<file path="src/rtl/pwm_capture.sv">
// PWM input capture: synchronises pwm_in and measures high time and period in clk cycles.
// Reports a 4-bit duty code from a sequential restoring divider. Define
// PWM_CAPTURE_GLITCH_FILTER_EN to add a 3-sample glitch filter after the synchroniser.
module pwm_capture #(
  parameter int unsigned CNT_W       = 16,
  parameter int unsigned SYNC_STAGES = 2
) (
  input  logic             clk,
  input  logic             rst,
  input  logic             en,
  input  logic             pwm_in,
  output logic [CNT_W-1:0] high_cnt,
  output logic [CNT_W-1:0] period_cnt,
  output logic [3:0]       duty,
  output logic             valid,
  output logic             timeout,
  output logic             level
);

  typedef enum logic [1:0] {
    S_IDLE,
    S_ARM,
    S_HIGH,
    S_LOW
  } state_e;

  localparam logic [CNT_W-1:0] ONE     = {{(CNT_W-1){1'b0}}, 1'b1};
  localparam logic [CNT_W:0]   SUM_MAX = {1'b0, {CNT_W{1'b1}}};

  logic [SYNC_STAGES-1:0] sync_q;
  logic                   sync_s;
  logic                   lvl;
  logic                   prev_q;
  logic                   rise;
  logic                   fall;

  state_e                 state_q, state_d;
  logic [CNT_W-1:0]       hi_q, hi_d;
  logic [CNT_W-1:0]       lo_q, lo_d;
  logic [CNT_W:0]         sum;
  logic                   start;
  logic                   sat;

  logic [CNT_W-1:0]       rem_q;
  logic [CNT_W-1:0]       divp_q;
  logic [CNT_W-1:0]       hlat_q;
  logic [3:0]             quo_q;
  logic [2:0]             dcnt_q;
  logic                   done_q;
  logic                   busy;
  logic [CNT_W:0]         shl;
  logic [CNT_W:0]         diff;
  logic                   qbit;
  logic [CNT_W-1:0]       rem_next;

  logic [CNT_W-1:0]       high_q;
  logic [CNT_W-1:0]       period_q;
  logic [3:0]             duty_q;
  logic                   valid_q;
  logic                   timeout_q;
  logic                   level_q;

  always_ff @(posedge clk or posedge rst) begin
    if (rst) begin
      sync_q <= '0;
    end else begin
      sync_q <= {sync_q[SYNC_STAGES-2:0], pwm_in};
    end
  end

  assign sync_s = sync_q[SYNC_STAGES-1];

`ifdef PWM_CAPTURE_GLITCH_FILTER_EN
  logic [1:0] hist_q;
  logic       filt_q;

  // The level flips combinationally on the third agreeing sample, so the
  // filter costs exactly two cycles on each edge.
  always_comb begin
    lvl = filt_q;
    if (sync_s && hist_q[0] && hist_q[1]) begin
      lvl = 1'b1;
    end else if (!(sync_s || hist_q[0] || hist_q[1])) begin
      lvl = 1'b0;
    end
  end

  always_ff @(posedge clk or posedge rst) begin
    if (rst) begin
      hist_q <= '0;
      filt_q <= 1'b0;
    end else begin
      hist_q <= {hist_q[0], sync_s};
      filt_q <= lvl;
    end
  end
`else
  assign lvl = sync_s;
`endif

  always_ff @(posedge clk or posedge rst) begin
    if (rst) begin
      prev_q <= 1'b0;
    end else begin
      prev_q <= lvl;
    end
  end

  assign rise = lvl & ~prev_q;
  assign fall = ~lvl & prev_q;
  assign sum  = {1'b0, hi_q} + {1'b0, lo_q};
  assign busy = (dcnt_q != 3'd0);

  always_comb begin
    state_d = state_q;
    hi_d    = hi_q;
    lo_d    = lo_q;
    start   = 1'b0;
    sat     = 1'b0;
    case (state_q)
      S_IDLE: begin
        if (en) state_d = S_ARM;
      end
      S_ARM: begin
        if (rise) begin
          hi_d    = ONE;
          lo_d    = '0;
          state_d = S_HIGH;
        end
      end
      S_HIGH: begin
        if (hi_q == '1) begin
          sat = 1'b1;
        end else if (fall) begin
          lo_d    = ONE;
          state_d = S_LOW;
        end else begin
          hi_d = hi_q + ONE;
        end
      end
      S_LOW: begin
        if (sum == SUM_MAX) begin
          sat = 1'b1;
        end else if (rise) begin
          start   = 1'b1;
          hi_d    = ONE;
          lo_d    = '0;
          state_d = S_HIGH;
        end else begin
          lo_d = lo_q + ONE;
        end
      end
      default: state_d = S_IDLE;
    endcase
    if (sat) begin
      hi_d    = '0;
      lo_d    = '0;
      state_d = S_ARM;
    end
    if (!en) begin
      hi_d    = '0;
      lo_d    = '0;
      start   = 1'b0;
      sat     = 1'b0;
      state_d = S_IDLE;
    end
  end

  always_ff @(posedge clk or posedge rst) begin
    if (rst) begin
      state_q <= S_IDLE;
      hi_q    <= '0;
      lo_q    <= '0;
    end else begin
      state_q <= state_d;
      hi_q    <= hi_d;
      lo_q    <= lo_d;
    end
  end

  // Borrow out of the trial subtraction decides the quotient bit.
  always_comb begin
    shl      = {rem_q, 1'b0};
    diff     = shl - {1'b0, divp_q};
    qbit     = ~diff[CNT_W];
    rem_next = qbit ? diff[CNT_W-1:0] : shl[CNT_W-1:0];
  end

  always_ff @(posedge clk or posedge rst) begin
    if (rst) begin
      rem_q  <= '0;
      divp_q <= '0;
      hlat_q <= '0;
      quo_q  <= '0;
      dcnt_q <= '0;
      done_q <= 1'b0;
    end else if (!en) begin
      dcnt_q <= '0;
      done_q <= 1'b0;
    end else begin
      done_q <= 1'b0;
      if (start && !busy) begin
        rem_q  <= hi_q;
        divp_q <= sum[CNT_W-1:0];
        hlat_q <= hi_q;
        quo_q  <= '0;
        dcnt_q <= 3'd4;
      end else if (busy) begin
        rem_q  <= rem_next;
        quo_q  <= {quo_q[2:0], qbit};
        dcnt_q <= dcnt_q - 3'd1;
        if (dcnt_q == 3'd1) done_q <= 1'b1;
      end
    end
  end

  always_ff @(posedge clk or posedge rst) begin
    if (rst) begin
      high_q    <= '0;
      period_q  <= '0;
      duty_q    <= '0;
      valid_q   <= 1'b0;
      timeout_q <= 1'b0;
      level_q   <= 1'b0;
    end else begin
      valid_q <= 1'b0;
      if (done_q && en) begin
        valid_q   <= 1'b1;
        high_q    <= hlat_q;
        period_q  <= divp_q;
        duty_q    <= quo_q;
        timeout_q <= 1'b0;
      end
      if (sat) begin
        timeout_q <= 1'b1;
        level_q   <= lvl;
      end
    end
  end

  assign high_cnt   = high_q;
  assign period_cnt = period_q;
  assign duty       = duty_q;
  assign valid      = valid_q;
  assign timeout    = timeout_q;
  assign level      = level_q;

endmodule
</file>
<file path="config.mk">
export PLATFORM = sky130hd
export DESIGN_NAME = pwm_capture
export DESIGN_NICKNAME = d
export VERILOG_FILES = /design/src/rtl/pwm_capture.sv
export SDC_FILE = /design/constraint.sdc
export NUM_CORES = 1
export LEC_CHECK = 0
export CAP_MARGIN = 10
export CORE_MARGIN = 5
export CORE_UTILIZATION = 55
export DETAILED_ROUTE_END_ITERATION = 16
export GPL_ROUTABILITY_DRIVEN = 0
export PLACE_DENSITY = 0.77
export SYNTH_ARGS = -nofsm -noshare
export SYNTH_HDL_FRONTEND = slang
export SYNTH_SLANG_ARGS = --single-unit
</file>
<file path="constraint.sdc">
create_clock -name clk -period 4.18 [get_ports clk]
set_clock_uncertainty 0.05 [all_clocks]
set_input_delay 0.836 -clock clk [delete_from_list [all_inputs] [get_ports clk]]
set_output_delay 0.836 -clock clk [all_outputs]
set_load 0.01 [all_outputs]
</file>
; ---- Word level (Yosys, flattened, before mapping)
; Index checks and enable logic that the tools add are counted.
[op_classes]
add_sub_neg = 5
eq_ne = 13
n_mux = 45
bitwise = 5
n_reduce_logical = 12
[op_table]
columns = operator, n
row1 = 2-to-1 mux 16 bit, 16
row2 = one-hot mux 16 bit (3 select lines), 2
row3 = "adder 16 x 1 -> 16 bit, second input constant", 2
row4 = "!= test 4 bit, second input constant", 5
row5 = adder 16 x 16 -> 17 bit, 1
row6 = "== test 17 x 16 -> 1 bit, second input constant", 1
row7 = subtractor 17 x 16 -> 17 bit, 1
row8 = "== test 16 bit, second input constant", 1
row9 = 2-to-1 mux 1 bit, 14
row10 = 2-to-1 mux 2 bit, 6
row11 = 2-to-1 mux 3 bit, 3
row12 = 2-to-1 mux 4 bit, 2
row13 = one-hot mux 2 bit (4 select lines), 1
row14 = "!= test 5 x 1 -> 1 bit, second input constant", 1
row15 = AND reduction 5 bit, 1
row16 = "== test 2 bit, second input constant", 2
row17 = AND reduction 2 bit, 2
row18 = AND reduction 4 bit, 1
row19 = nonzero test 2 bit, 2
row20 = "== test 3 x 1 -> 1 bit, second input constant", 1
row21 = "!= test 3 x 1 -> 1 bit, second input constant", 1
row22 = inverter 1 bit, 3
row23 = AND reduction 3 bit, 1
row24 = nonzero test 3 bit, 1
row25 = 7 further kinds, 9
[word_totals]
register_bits = 132
input_bits = 4
out_inout_bits = 39
elab_cells = 97

; ---- Logic depth before layout (Yosys ltp)
[logic_depth]
depth_word = 9
mapped_depth = 14
depth_no_buf = 11

; ---- Worst setup path before layout
; No wires, ideal clock.
[synth_path]
path_kind = register -> register
start = register hi_q[0]
end = register lo_q[2]
arrival_ns = 3.428
required_ns = 4.066
path_slack_ns = 0.638
path_stages_with_launch = 15
path_buffers = 3
path_cell_list = dfrtp_1 > ha_1 > fa_1 > a211oi_2 > o21ai_1 > and2_1 > o311a_1 > and3_1 > and4_4 > buf_6 > or4_1 > buf_2 > buf_6 > nor3b_2 > a21o_1
[synth_via]
elab_chain_cells = 6
[synth_lines]
columns = item, line_no
row1 = from (decl), 38  ; logic [CNT_W-1:0] hi_q, hi_d;
row2 = from (signal assigned), 176  ; hi_q <= hi_d;
row3 = adder 16 x 16 -> 17 bit, 111  ; assign sum = {1'b0, hi_q} + {1'b0, lo_q};
row4 = == test 17 x 16 -> 1 bit, 142  ; if (sum == SUM_MAX) begin
row5 = 2-to-1 mux 1 bit, 142
row6 = one-hot mux 1 bit (2 select lines), 120  ; case (state_q)
row7 = != test 5 x 1 -> 1 bit (no line) (tied with other cells), --
row8 = AND reduction 5 bit (no line) / 2-to-1 mux 16 bit (equally long branches), --
row9 = to (signal assigned), 177  ; lo_q <= lo_d;
row10 = to (decl), 39  ; logic [CNT_W-1:0] lo_q, lo_d;
; Several ways; a longest one is shown, not always the timed one.
; A chain may end at the register's enable or synchronous reset.

; ---- Worst setup path after layout
[layout_path]
start = register lo_q[0]
end = register hlat_q[11]
[layout_via]
elab_chain_cells = 7
[layout_lines]
columns = item, line_no
row1 = adder 16 x 16 -> 17 bit, 111
row2 = == test 17 x 16 -> 1 bit, 142
row3 = 2-to-1 mux 1 bit, 142
row4 = 2-to-1 mux 1 bit, 120
row5 = 2-to-1 mux 1 bit, 160  ; if (!en) begin
row6 = logical AND 1 bit, 202  ; if (start && !busy) begin
row7 = AND reduction 2 bit (no line), --
row8 = to (signal assigned), 205  ; hlat_q <= hi_q;
row9 = to (decl), 46  ; logic [CNT_W-1:0] hlat_q;
; Every way passes these cells.

==> impl_table.tex <==
\begin{tabular}{lr}
\hline
Metric & Value \\
\hline
\multicolumn{2}{l}{\textbf{Detailed routing}} \\
\quad Routed Wire Length & 19.2 mm \\
\quad Total vias in the final route & 6199 \\
\quad Detailed-routing iteration count for the pre-antenna-repair pass & 5 \\
\quad DRC violations left & 0 \\
\quad Post-route ant nets & 0 \\
\quad Per-cell via count in the routed design & 6.19 \\
\quad DRC violation total after the first TritonRoute iteration & 628 \\
\quad Drt wl/cell & 19.2 um \\
\multicolumn{2}{l}{\textbf{Floorplan}} \\
\quad Core Area & 13300 sq um \\
\quad Die H & 127 um \\
\quad Floorplan row count & 42 \\
\quad Horizontal die dimension & 127 um \\
\quad Die area & 16100 sq um \\
\quad I/O pin total & 43 \\
\quad Starting utilization of the core area & 56.4\% \\
\multicolumn{2}{l}{\textbf{Power}} \\
\quad Net load switching power & 1.47 mW \\
\quad Combinational fraction of design power & 29.4\% \\
\quad Sequential share of power & 36.0\% \\
\quad Power density cells & 519 nW/um\^{}2 \\
\quad Power share of the clock group & 34.6\% \\
\quad Fraction of power spent switching nets & 32.0\% \\
\quad Peak supply drop & 0.251 mV \\
\quad Static leakage & 4.20 nW \\
\quad P\_int & 3.13 mW \\
\multicolumn{2}{l}{\textbf{Flow run}} \\
\quad Number of max-cap violations & 0 \\
\multicolumn{2}{l}{\textbf{Critical path}} \\
\quad Data arrival time at the worst-slack endpoint & 4.15 ns \\
\quad Max incr delay on CP & 0.46 ns \\
\quad Critical path endpoint category & flip-flop \\
\quad Worst r2r path cells & 11 \\
\quad Crit Path Class & reg2reg \\
\quad Max Fanout on Critical Path & 28 \\
\quad List of cells traversed by the critical path & ha\_1 -> fa\_1 -> a211oi\_2 -> o21ai\_1 -> and2\_1 -> o311a\_1 -> and3\_1 -> nand4\_1 -> and3\_4 -> buf\_6 -> mux2\_2 \\
\quad Worst Setup Start Kind & flip-flop \\
\quad Slowest-stage cell, CP & sky130\_fd\_sc\_hd\_\_dfrtp\_1 \\
\quad Required time at the worst-slack endpoint & 4.44 ns \\
\multicolumn{2}{l}{\textbf{GRT}} \\
\quad Antenna violations before repair & 0 \\
\quad Largest net degree at the start of global routing & 84 \\
\quad Global-route wire length before repair & 31.3 mm \\
\quad Overflow left after global routing & 0 \\
\quad Vias in the first global route & 6129 \\
\quad Global router's overall resource usage & 24.5\% \\
\multicolumn{2}{l}{\textbf{Clocking}} \\
\quad Number of buffers between clock root and the deepest sink & 2 \\
\quad Setup fix buffers added after clock tree synthesis & 0 \\
\quad Number of clock sinks & 132 \\
\quad Root Driver & sky130\_fd\_sc\_hd\_\_clkbuf\_16 \\
\quad Later-pin clock latency in the skew report & 0.43 ns \\
\quad Number of H-tree levels & 4 \\
\quad Inserted Clock Buffers & 17 \\
\quad Clock-pin slew reported for the worst setup and hold paths after clock tree synthesis & 0.06 ns \\
\quad TritonCTS clock tree & yes \\
\multicolumn{2}{l}{\textbf{STA}} \\
\quad Max-Slew Margin vs Limit & 34.0\% \\
\quad Setup\_tns & 0 ns \\
\quad Final number of hold-violating endpoints & 0 \\
\quad Fin crit period & 3.90 ns \\
\quad Count of pins over their slew limit & 0 \\
\quad Upper clock frequency limit & 257 MHz \\
\quad Setup repair after global routing missed its margin & false \\
\quad Portion of the clock cycle consumed by the worst path in the final layout & 93.2\% \\
\quad Slack of the critical path & 0.285 ns \\
\quad \# setup viols final & 0 \\
\quad Least-Margin Pin Slew & 0.985 ns \\
\multicolumn{2}{l}{\textbf{Placement}} \\
\quad Cell area after placement & 8230 sq um \\
\quad Worst setup slack after placement & 0.107 ns \\
\quad HPWL reported at the end of detailed placement & 13.6 mm \\
\quad Count of input and output buffers & 42 \\
\quad Instance count after placement with tap cells included & 970 \\
\multicolumn{2}{l}{\textbf{Yosys}} \\
\quad Dominant register cell in the synthesized netlist & sky130\_fd\_sc\_hd\_\_dfrtp\_1 \\
\quad Count of flip-flops with a built-in enable after synthesis & 0 \\
\quad Synth warn & 0 \\
\quad Average size of a mapped cell & 9.84 sq um \\
\quad Share of the synthesized area in the top cell type & 43.8\% \\
\quad Asr flop ratio synth & 100\% \\
\quad Cell type with the largest total area after synthesis & sky130\_fd\_sc\_hd\_\_dfrtp\_1 \\
\quad Post-synth cell types & 64 \\
\quad Part of the Yosys area used for sequential elements & 43.8\% \\
\quad Dominant cells by area after synthesis & sky130\_fd\_sc\_hd\_\_dfrtp\_1, sky130\_fd\_sc\_hd\_\_mux2\_2, sky130\_fd\_sc\_hd\_\_ha\_1, sky130\_fd\_sc\_hd\_\_o21ai\_0, sky130\_fd\_sc\_hd\_\_nand2\_1 \\
\quad Syn nets & 808 \\
\quad Netlist area before placement & 7530 sq um \\
\quad FF+latch count, synth & 132 \\
\quad Mapped Cells & 766 \\
\multicolumn{2}{l}{\textbf{Cells and area}} \\
\quad Synthesis-to-finish area growth & 17.7\% \\
\quad Most common cell after layout, fill and taps aside & sky130\_fd\_sc\_hd\_\_dfrtp\_1 \\
\quad Fin nets & 855 \\
\quad Finished Layout Cells & 1002 \\
\quad Multi-input gate area & 3970 sq um \\
\quad Design area & 8870 sq um \\
\quad Commonest cells after routing, fill and taps aside & sky130\_fd\_sc\_hd\_\_dfrtp\_1, sky130\_fd\_sc\_hd\_\_nand2\_1, sky130\_fd\_sc\_hd\_\_o21ai\_0 \\
\quad Reg area & 3300 sq um \\
\quad Fill count & 1018 \\
\quad Fraction of layout cells with a size suffix above 1 & 13.7\% \\
\quad Antenna diode instance count & 0 \\
\multicolumn{2}{l}{\textbf{Worst hold path}} \\
\quad Path class of the lowest-slack min-delay path & reg2reg \\
\quad Worst hold path cell count & 0 \\
\multicolumn{2}{l}{\textbf{Status}} \\
\quad Result of the run & completed \\
\hline
\end{tabular}
-- cell usage after synthesis (4+ instances only) --
cell type                  number
sky130_fd_sc_hd__nand3_1       18
sky130_fd_sc_hd__dfrtp_1      132
sky130_fd_sc_hd__nor2_1        46
sky130_fd_sc_hd__mux2_2        41
sky130_fd_sc_hd__nor3b_2       12
sky130_fd_sc_hd__clkbuf_1      20
sky130_fd_sc_hd__a221oi_1       9
sky130_fd_sc_hd__o21ai_1       10
sky130_fd_sc_hd__buf_2          8
sky130_fd_sc_hd__nand2b_1      11
sky130_fd_sc_hd__a21oi_1       30
sky130_fd_sc_hd__ha_1          36
sky130_fd_sc_hd__mux2i_1        9
sky130_fd_sc_hd__nor3_1         7
sky130_fd_sc_hd__nand2_1       70
sky130_fd_sc_hd__o21a_1        14
sky130_fd_sc_hd__a21o_1        20
sky130_fd_sc_hd__nand4_1        9
sky130_fd_sc_hd__inv_1         34
sky130_fd_sc_hd__nor2b_1        8
sky130_fd_sc_hd__o211ai_1       9
sky130_fd_sc_hd__and3_1        31
sky130_fd_sc_hd__xor2_1         8
sky130_fd_sc_hd__nor4_1         4
sky130_fd_sc_hd__o21ai_0       67
sky130_fd_sc_hd__or3_1         10
sky130_fd_sc_hd__xnor2_1       14
sky130_fd_sc_hd__a22o_1         5
sky130_fd_sc_hd__a211oi_1      11
-- metrics by stage --
step / total power, mW / utilization, % / hold slack [ns]
5_1_grt: 4.85 / 66.5 / 0.317
3_3_place_gp: 2.93 / 61.7 / 0.282
3_5_place_dp: 2.99 / 61.7 / 0.287
4_1_cts: 4.61 / 66.4 / 0.300
6_report: 4.60 / 66.5 / 0.299
2_1_floorplan: 2.53 / - / 0.281
-- cell families after synthesis --
logic type	count (synthesis)	synth area share [%]
XOR/XNOR	22	2.56
multiplexers	50	7.32
AO/OA/AOI/OAI	216	18.8
adder cells (fa/ha/maj)	38	6.51
buffers and inverters	65	3.67
flip-flops	132	43.8
AND/OR/NAND/NOR	243	17.3
-- cell type report --
class | instances | area share, %
Clock buffer | 18 | 4.84
Clock inverter | 14 | 2.24
Inverter | 34 | 1.48
Multi-Input combinational cell | 569 | 44.8
Sequential cell | 132 | 37.2
Tap cell | 176 | 2.48
Timing Repair Buffer | 59 | 6.93
-- worst max-delay path, delay by kind of cell, from the launching register on --
kind            cells  cell delay [ns]
compound gates      3             0.91
flops               1             0.46
fa+ha+maj           2             0.70
simple gates        4             0.97
buf+inv             1             0.28
mux                 1             0.38
-- state kept, by name (all words and copies together), names as in the netlist --
name and flops:
timeout 1, sync_q 2, hi_q 16, quo_q 4
prev_q 1, high_cnt 16, rem_q 16, dcnt_q 3
done_q 1, hlat_q 16, period_cnt 16, valid 1
state_q 2, duty 4, level 1, lo_q 16
divp_q 16
-- worst paths after layout --
path                                start       endpoint  slack (ns)
worst max-delay path              lo_q[0]     hlat_q[11]        0.28
worst min-delay path            sync_q[0]      sync_q[1]        0.30
worst max register to register    lo_q[0]     hlat_q[11]        0.28
worst min register to register  sync_q[0]      sync_q[1]        0.30
max in group asynchronous             rst  period_cnt[0]        2.86
min in group asynchronous             rst       quo_q[3]        0.81
-- metal layers --
layer | track usage [%] | routed length, um | part of all wire [%]
met1 | 31.2 | 7970 | 42
met3 | 6.26 | 1230 | 6.4
met2 | 40.8 | 9470 | 49
met5 | 0 | 0 | 0
met4 | 8.45 | 527 | 2.7
-- power groups by stage --
stage,logic [mW],registers [mW],clock network [mW]
after floorplan,0.851,1.68,0
after global placement,1.27,1.66,0
after detailed placement,1.32,1.67,0
after CTS,1.35,1.65,1.61
after global routing,1.48,1.68,1.68
final,1.35,1.66,1.59
-- what timing repair did --
action	CTS	global route
setup endpoints to repair	0	30
hold buffers	0	0
gates resized for setup	0	3
No activity file was read; power rests on OpenSTA's default activity.
==> RTL change 1: new RTL, config.mk and constraints unchanged <==
Register the output `timeout` once more, cleared by the reset; this adds one clock of latency there. The other outputs are not delayed to match.
--- a/src/rtl/pwm_capture.sv
+++ b/src/rtl/pwm_capture.sv
@@ -243,5 +243,11 @@
   assign duty       = duty_q;
   assign valid      = valid_q;
-  assign timeout    = timeout_q;
+  always_ff @(posedge clk or posedge rst) begin
+    if (rst) begin
+      timeout <= '0;
+    end else begin
+      timeout <= timeout_q;
+    end
+  end
   assign level      = level_q;
 
Behaviour: same outputs for any inputs over 10 cycles, from zero or initial values and one cycle with rst high; that may be too few to reach the edited logic, so the function may still have changed.
==> RTL change 1 against the unedited design <==
- sequential cell count increased by 1
- synthesized area decreased by 3.0%
- setup slack improved by 0.034 ns
- sequential share of layout area increased by 1.1 points
- count of clock-buffer cells in the layout increased by 5
- cell area decreased by 2.2%
- synthesized cell count decreased by 3.0%
- wire length decreased by 3.7%
- total power decreased by 2.0%
- critical endpoint is now lo_q[14]
- largest cell class unchanged
==> RTL change 1: results (changes against the unedited design) <==
Synth Area in Adders - 6.710% (was 6.509%)
WP data arrival - 4.12 ns (was 4.15 ns)
total global-route track usage - 24.70% (was 24.48%)
worst skew pair latency - 0.43 ns (about the same)
sw power - 1395 uW (was 1475 uW)
worst-path fanout max - 29 (was 28)
slowest CP cell - dfrtp_1 (unchanged)
Yosys cell types - 62 (was 64)
area post-placement - 8038 sq um (was 8232 sq um)
Leak - 0.004194 uW (was 0.004198 uW)
CTS max path bufs - 2 (unchanged)
slowest stage delay, CP - 0.49 ns (was 0.46 ns)
Post-synth top cells - dfrtp_1 (133), o21ai_0 (72), nand2_1 (69), nor2_1 (45) (was dfrtp_1 (132), nand2_1 (70), o21ai_0 (67), nor2_1 (46), mux2_2 (41))
layout net count - 841 (was 855)
post-synthesis sequential area ratio - 45.53% (was 43.84%)
pin count of the biggest net entering global routing - 66 (was 84)
slew margin rel. - 31.07% (was 33.98%)
antenna diode count - 0 (unchanged)
vias in the first global route - 6124 (was 6129)
First DRT Iteration DRCs - 743 (was 628)
Buffers on Ports - 42 (unchanged)
first-pass GRT wire length - 31360 microns (was 31280 microns)
mux share of post-synthesis cell area - 7.035% (was 7.323%)
post-CTS setup buffers - 0 (unchanged)
Worst VDD drop - 252.2 uV (was 251.2 uV)
syn_nets - 785 (was 808)
XOR/XNOR Fraction of Synth Area - 2.396% (was 2.557%)
ranking of synthesized cells by area - dfrtp_1 (46%), ha_1 (6.2%), o21ai_0 (4.9%), nand2_1 (3.5%), mux2_2 (3.2%) (was dfrtp_1 (44%), mux2_2 (6.1%), ha_1 (6.0%), o21ai_0 (4.5%), nand2_1 (3.5%))
fraction of layout cells with a size suffix above 1 - 10.59% (was 13.68%)
status - completed (unchanged)
yosys warns - 0 (unchanged)
TritonCTS Buffers - 17 (unchanged)
DRT Pass-1 Iters - 6 (was 5)
DP HPWL - 12950 microns (was 13550 microns)
fillcell total - 980 (was 1018)
total detailed-routing wirelength - 18490 microns (was 19200 microns)
post-synthesis compound-gate area fraction - 19.67% (was 18.78%)
initial antenna violation count - 0 (unchanged)
vias per std cell - 6.189 (was 6.187)
==> RTL change 1: cell count changes after synthesis, sizes merged, moves of 6 or more <==
cell and change:
a211oi -8, a21oi +6, a221oi -9, a22oi +11
a31oi +16, and3 -10, mux2 -6, o211ai -6
or3 -8
==> RTL change 1: stage by stage <==
stage	worst slack, ns	std cells	util (%)	total power (uW)
floorplan	0.7237	743	-	2477
global placement	0.4062	956	61.18	2805
detailed placement	0.2942	956	61.18	2888
CTS	0.2415	988	66.02	4523
global route	0.06822	988	66.06	4762
finish	0.3185	988	66.06	4514
==> RTL change 1: layout make-up <==
class                      instances  area [sq um]  share of cell area, %
clock inverter                     9         147.6                  1.701
inverter                          36         138.9                  1.600
clock buffer                      23         488.0                  5.623
multi-input combinational        544          3722                  42.89
tap                              176         220.2                  2.537
timing repair buffer              67         633.1                  7.295
sequential                       133          3328                  38.35
==> RTL change 1: cells by family after synthesis <==
| kind of cell | count (synthesis) |
|---|---|
| DFF | 133 |
| muxes | 47 |
| and+or+nand+nor | 215 |
| buffers and inverters | 66 |
| AOI/OAI and AO/OA | 224 |
| adders and majority gates | 38 |
| xor gates and xnor gates | 20 |
==> RTL change 1: path summary, 6_finish.rpt <==
path / from / endpoint / slack [ns] / depth (start not counted)
setup / recovery: hi_q[0] / lo_q[14] / 0.32 / 13
hold / removal: sync_q[0] / sync_q[1] / 0.30 / 0
setup reg to reg: hi_q[0] / lo_q[14] / 0.32 / 13
hold reg to reg: sync_q[0] / sync_q[1] / 0.30 / 0
max in group asynchronous: rst / lo_q[8] / 2.28 / 3
min in group asynchronous: rst / high_cnt[10] / 0.91 / 2
==> RTL change 1: power groups by stage <==
stage	Clock [uW]	Combinational (uW)	Sequential (uW)
5_1_grt	1690	1400	1670
2_1_floorplan	0	814	1660
3_3_place_gp	0	1160	1650
6_report	1610	1260	1640
3_5_place_dp	0	1230	1660
4_1_cts	1630	1250	1640
==> RTL change 1: worst max-delay path, delay by kind of cell, from the launching register on <==
kind / cells / cell delay, ns
compound gates: 7 / 1.74
fa+ha+maj: 2 / 0.72
flops: 1 / 0.49
simple gates: 2 / 0.31
buf+inv: 1 / 0.26
xor+xnor: 1 / 0.17
==> RTL change 1: per-layer routing <==
metal  routed length, microns  up-vias  track usage (%)
met2                     8932      267            40.84
li1                         -     2816                -
met5                        0        -                0
met3                     1181       49            5.586
met4                      641        0            9.758
met1                     7736     2983            31.69
==> RTL change 2: new RTL, same flow settings <==
Without the edit above. `SYNC_STAGES`: 2 -> 4.
--- a/src/rtl/pwm_capture.sv
+++ b/src/rtl/pwm_capture.sv
@@ -4,5 +4,5 @@
 module pwm_capture #(
   parameter int unsigned CNT_W       = 16,
-  parameter int unsigned SYNC_STAGES = 2
+  parameter int unsigned SYNC_STAGES = 4
 ) (
   input  logic             clk,
Formal check against the unedited RTL: no difference found for any inputs over 10 cycles, from zero or initial values and one cycle with rst high; that may be too few to reach the edited logic, so the function may still have changed.
==> RTL change 2 against the unedited design <==
- non-clock buffer count is 7 higher
- cell area up 2.0%
- maximum frequency shrank 2.4%
- sequential power decreased by 4%
- count of clock-buffer cells in the layout rose by 1
- sequential cell count is 2 higher
- synthesized area is 3.1% higher
- setup slack got worse by 0.095 ns
- wire length increased by 0.83%
- largest power group unchanged
- total power is 0.53% higher
==> RTL change 2: results (changes against the unedited design) <==
status - completed (unchanged)
First DRT Iteration DRCs - 720 (was 628)
Period Utilization, post-route - 95.45% (was 93.18%)
Met3 Wirelength - 1224 microns (was 1228 microns)
met1 usage - 32.45% (was 31.22%)
Post-synth top cells - dfrtp_1 (134), nand2_1 (52), o21ai_0 (44), inv_1 (40), mux2_2 (38) (was dfrtp_1 (132), nand2_1 (70), o21ai_0 (67), nor2_1 (46), mux2_2 (41))
ranking of synthesized cells by area - dfrtp_1 (43%), ha_1 (5.8%), mux2_2 (5.5%), o21ai_0 (2.8%), nand2_1 (2.5%) (was dfrtp_1 (44%), mux2_2 (6.1%), ha_1 (6.0%), o21ai_0 (4.5%), nand2_1 (3.5%))
WP data arrival - 4.28 ns (was 4.15 ns)
r2r setup slk - 0.19 ns (was 0.28 ns)
clock network fraction of total power - 31.7% (was 34.6%)
met2 WL - 9039 microns (was 9472 microns)
Yosys cell types - 81 (was 64)
WHS - 0.2997 ns (was 0.2993 ns)
Comb pwr share - 33.7% (was 29.4%)
Syn Area/Cell - 10.25 sq um (was 9.836 sq um)
syn_nets - 800 (was 808)
Wirelength per Cell - 19.30 microns (was 19.16 microns)
Int Pwr - 3027 uW (was 3130 uW)
placed cells - 971 (was 970)
DRT Pass-1 Iters - 6 (was 5)
slew margin rel. - 27.68% (was 33.98%)
layout net count - 852 (was 855)
worst skew pair latency - 0.43 ns (about the same)
pin count of the biggest net entering global routing - 74 (was 84)
post-synthesis sequential area ratio - 43.16% (was 43.84%)
Worst VDD drop - 342.6 uV (was 251.2 uV)
DP HPWL - 14030 microns (was 13550 microns)
worst-path fanout max - 20 (was 28)
fraction of layout cells with a size suffix above 1 - 14.82% (was 13.68%)
wire length on met1 - 8230 microns (was 7974 microns)
area post-placement - 8474 sq um (was 8232 sq um)
first-pass GRT wire length - 32300 microns (was 31280 microns)
vias per std cell - 6.300 (was 6.187)
Placement Setup Slack - 0.2379 ns (was 0.1074 ns)
-- RTL change 2: cell count changes in the layout (fill, tap and decap cells not counted), moves of 10 or more --
cell      before  now
a21o_1        20    7
a221o_1        3   13
and3_1        30   12
buf_4         11   23
nand2_1       69   51
nor3b_2       12    0
o21ai_0       67   44
o311ai_0       1   11
-- RTL change 2: repair_timing --
item | CTS | global route
endpoints found under the setup margin | 0 | 58
gates resized for setup | 0 | 0
hold buffers | 0 | 0
-- RTL change 2: worst max-delay path, stage by stage, from the launching register on --
cell      delay, ns
dfrtp_1        0.46
ha_1           0.26
fa_1           0.46
a211oi_2       0.26
nor3_1         0.09
or2_1          0.26
a31oi_1        0.29
o311ai_2       0.25
nor4_2         0.37
a311oi_2       0.19
buf_4          0.26
or4_1          0.53
a21oi_1        0.17
-- RTL change 2: logic make-up after synthesis --
family          after synthesis  synth area share [%]
simple gates                212                 14.88
mux                          65                 9.130
fa+ha+maj                    38                 6.312
buf+inv                      73                 3.816
compound gates              213                 20.02
flops                       134                 43.16
xor+xnor                     23                 2.689
-- RTL change 2: final timing paths --
path	cells after the start	from	endpoint
min in group asynchronous	2	rst	high_cnt[3]
max	12	lo_q[0]	hi_q[3]
max in group asynchronous	3	rst	lo_q[14]
min	0	sync_q[2]	sync_q[3]
max reg2reg	12	lo_q[0]	hi_q[3]
min reg2reg	0	sync_q[2]	sync_q[3]
-- RTL change 2: cell type report --
class / instances / area, sq um
Clock inverter: 13 / 131.4
Fill cell: 1075 / 4832
Inverter: 40 / 153.9
Sequential cell: 134 / 3353
Clock buffer: 19 / 442.9
Multi-Input combinational cell: 551 / 4129
Tap cell: 180 / 225.2
Timing Repair Buffer: 66 / 613.1
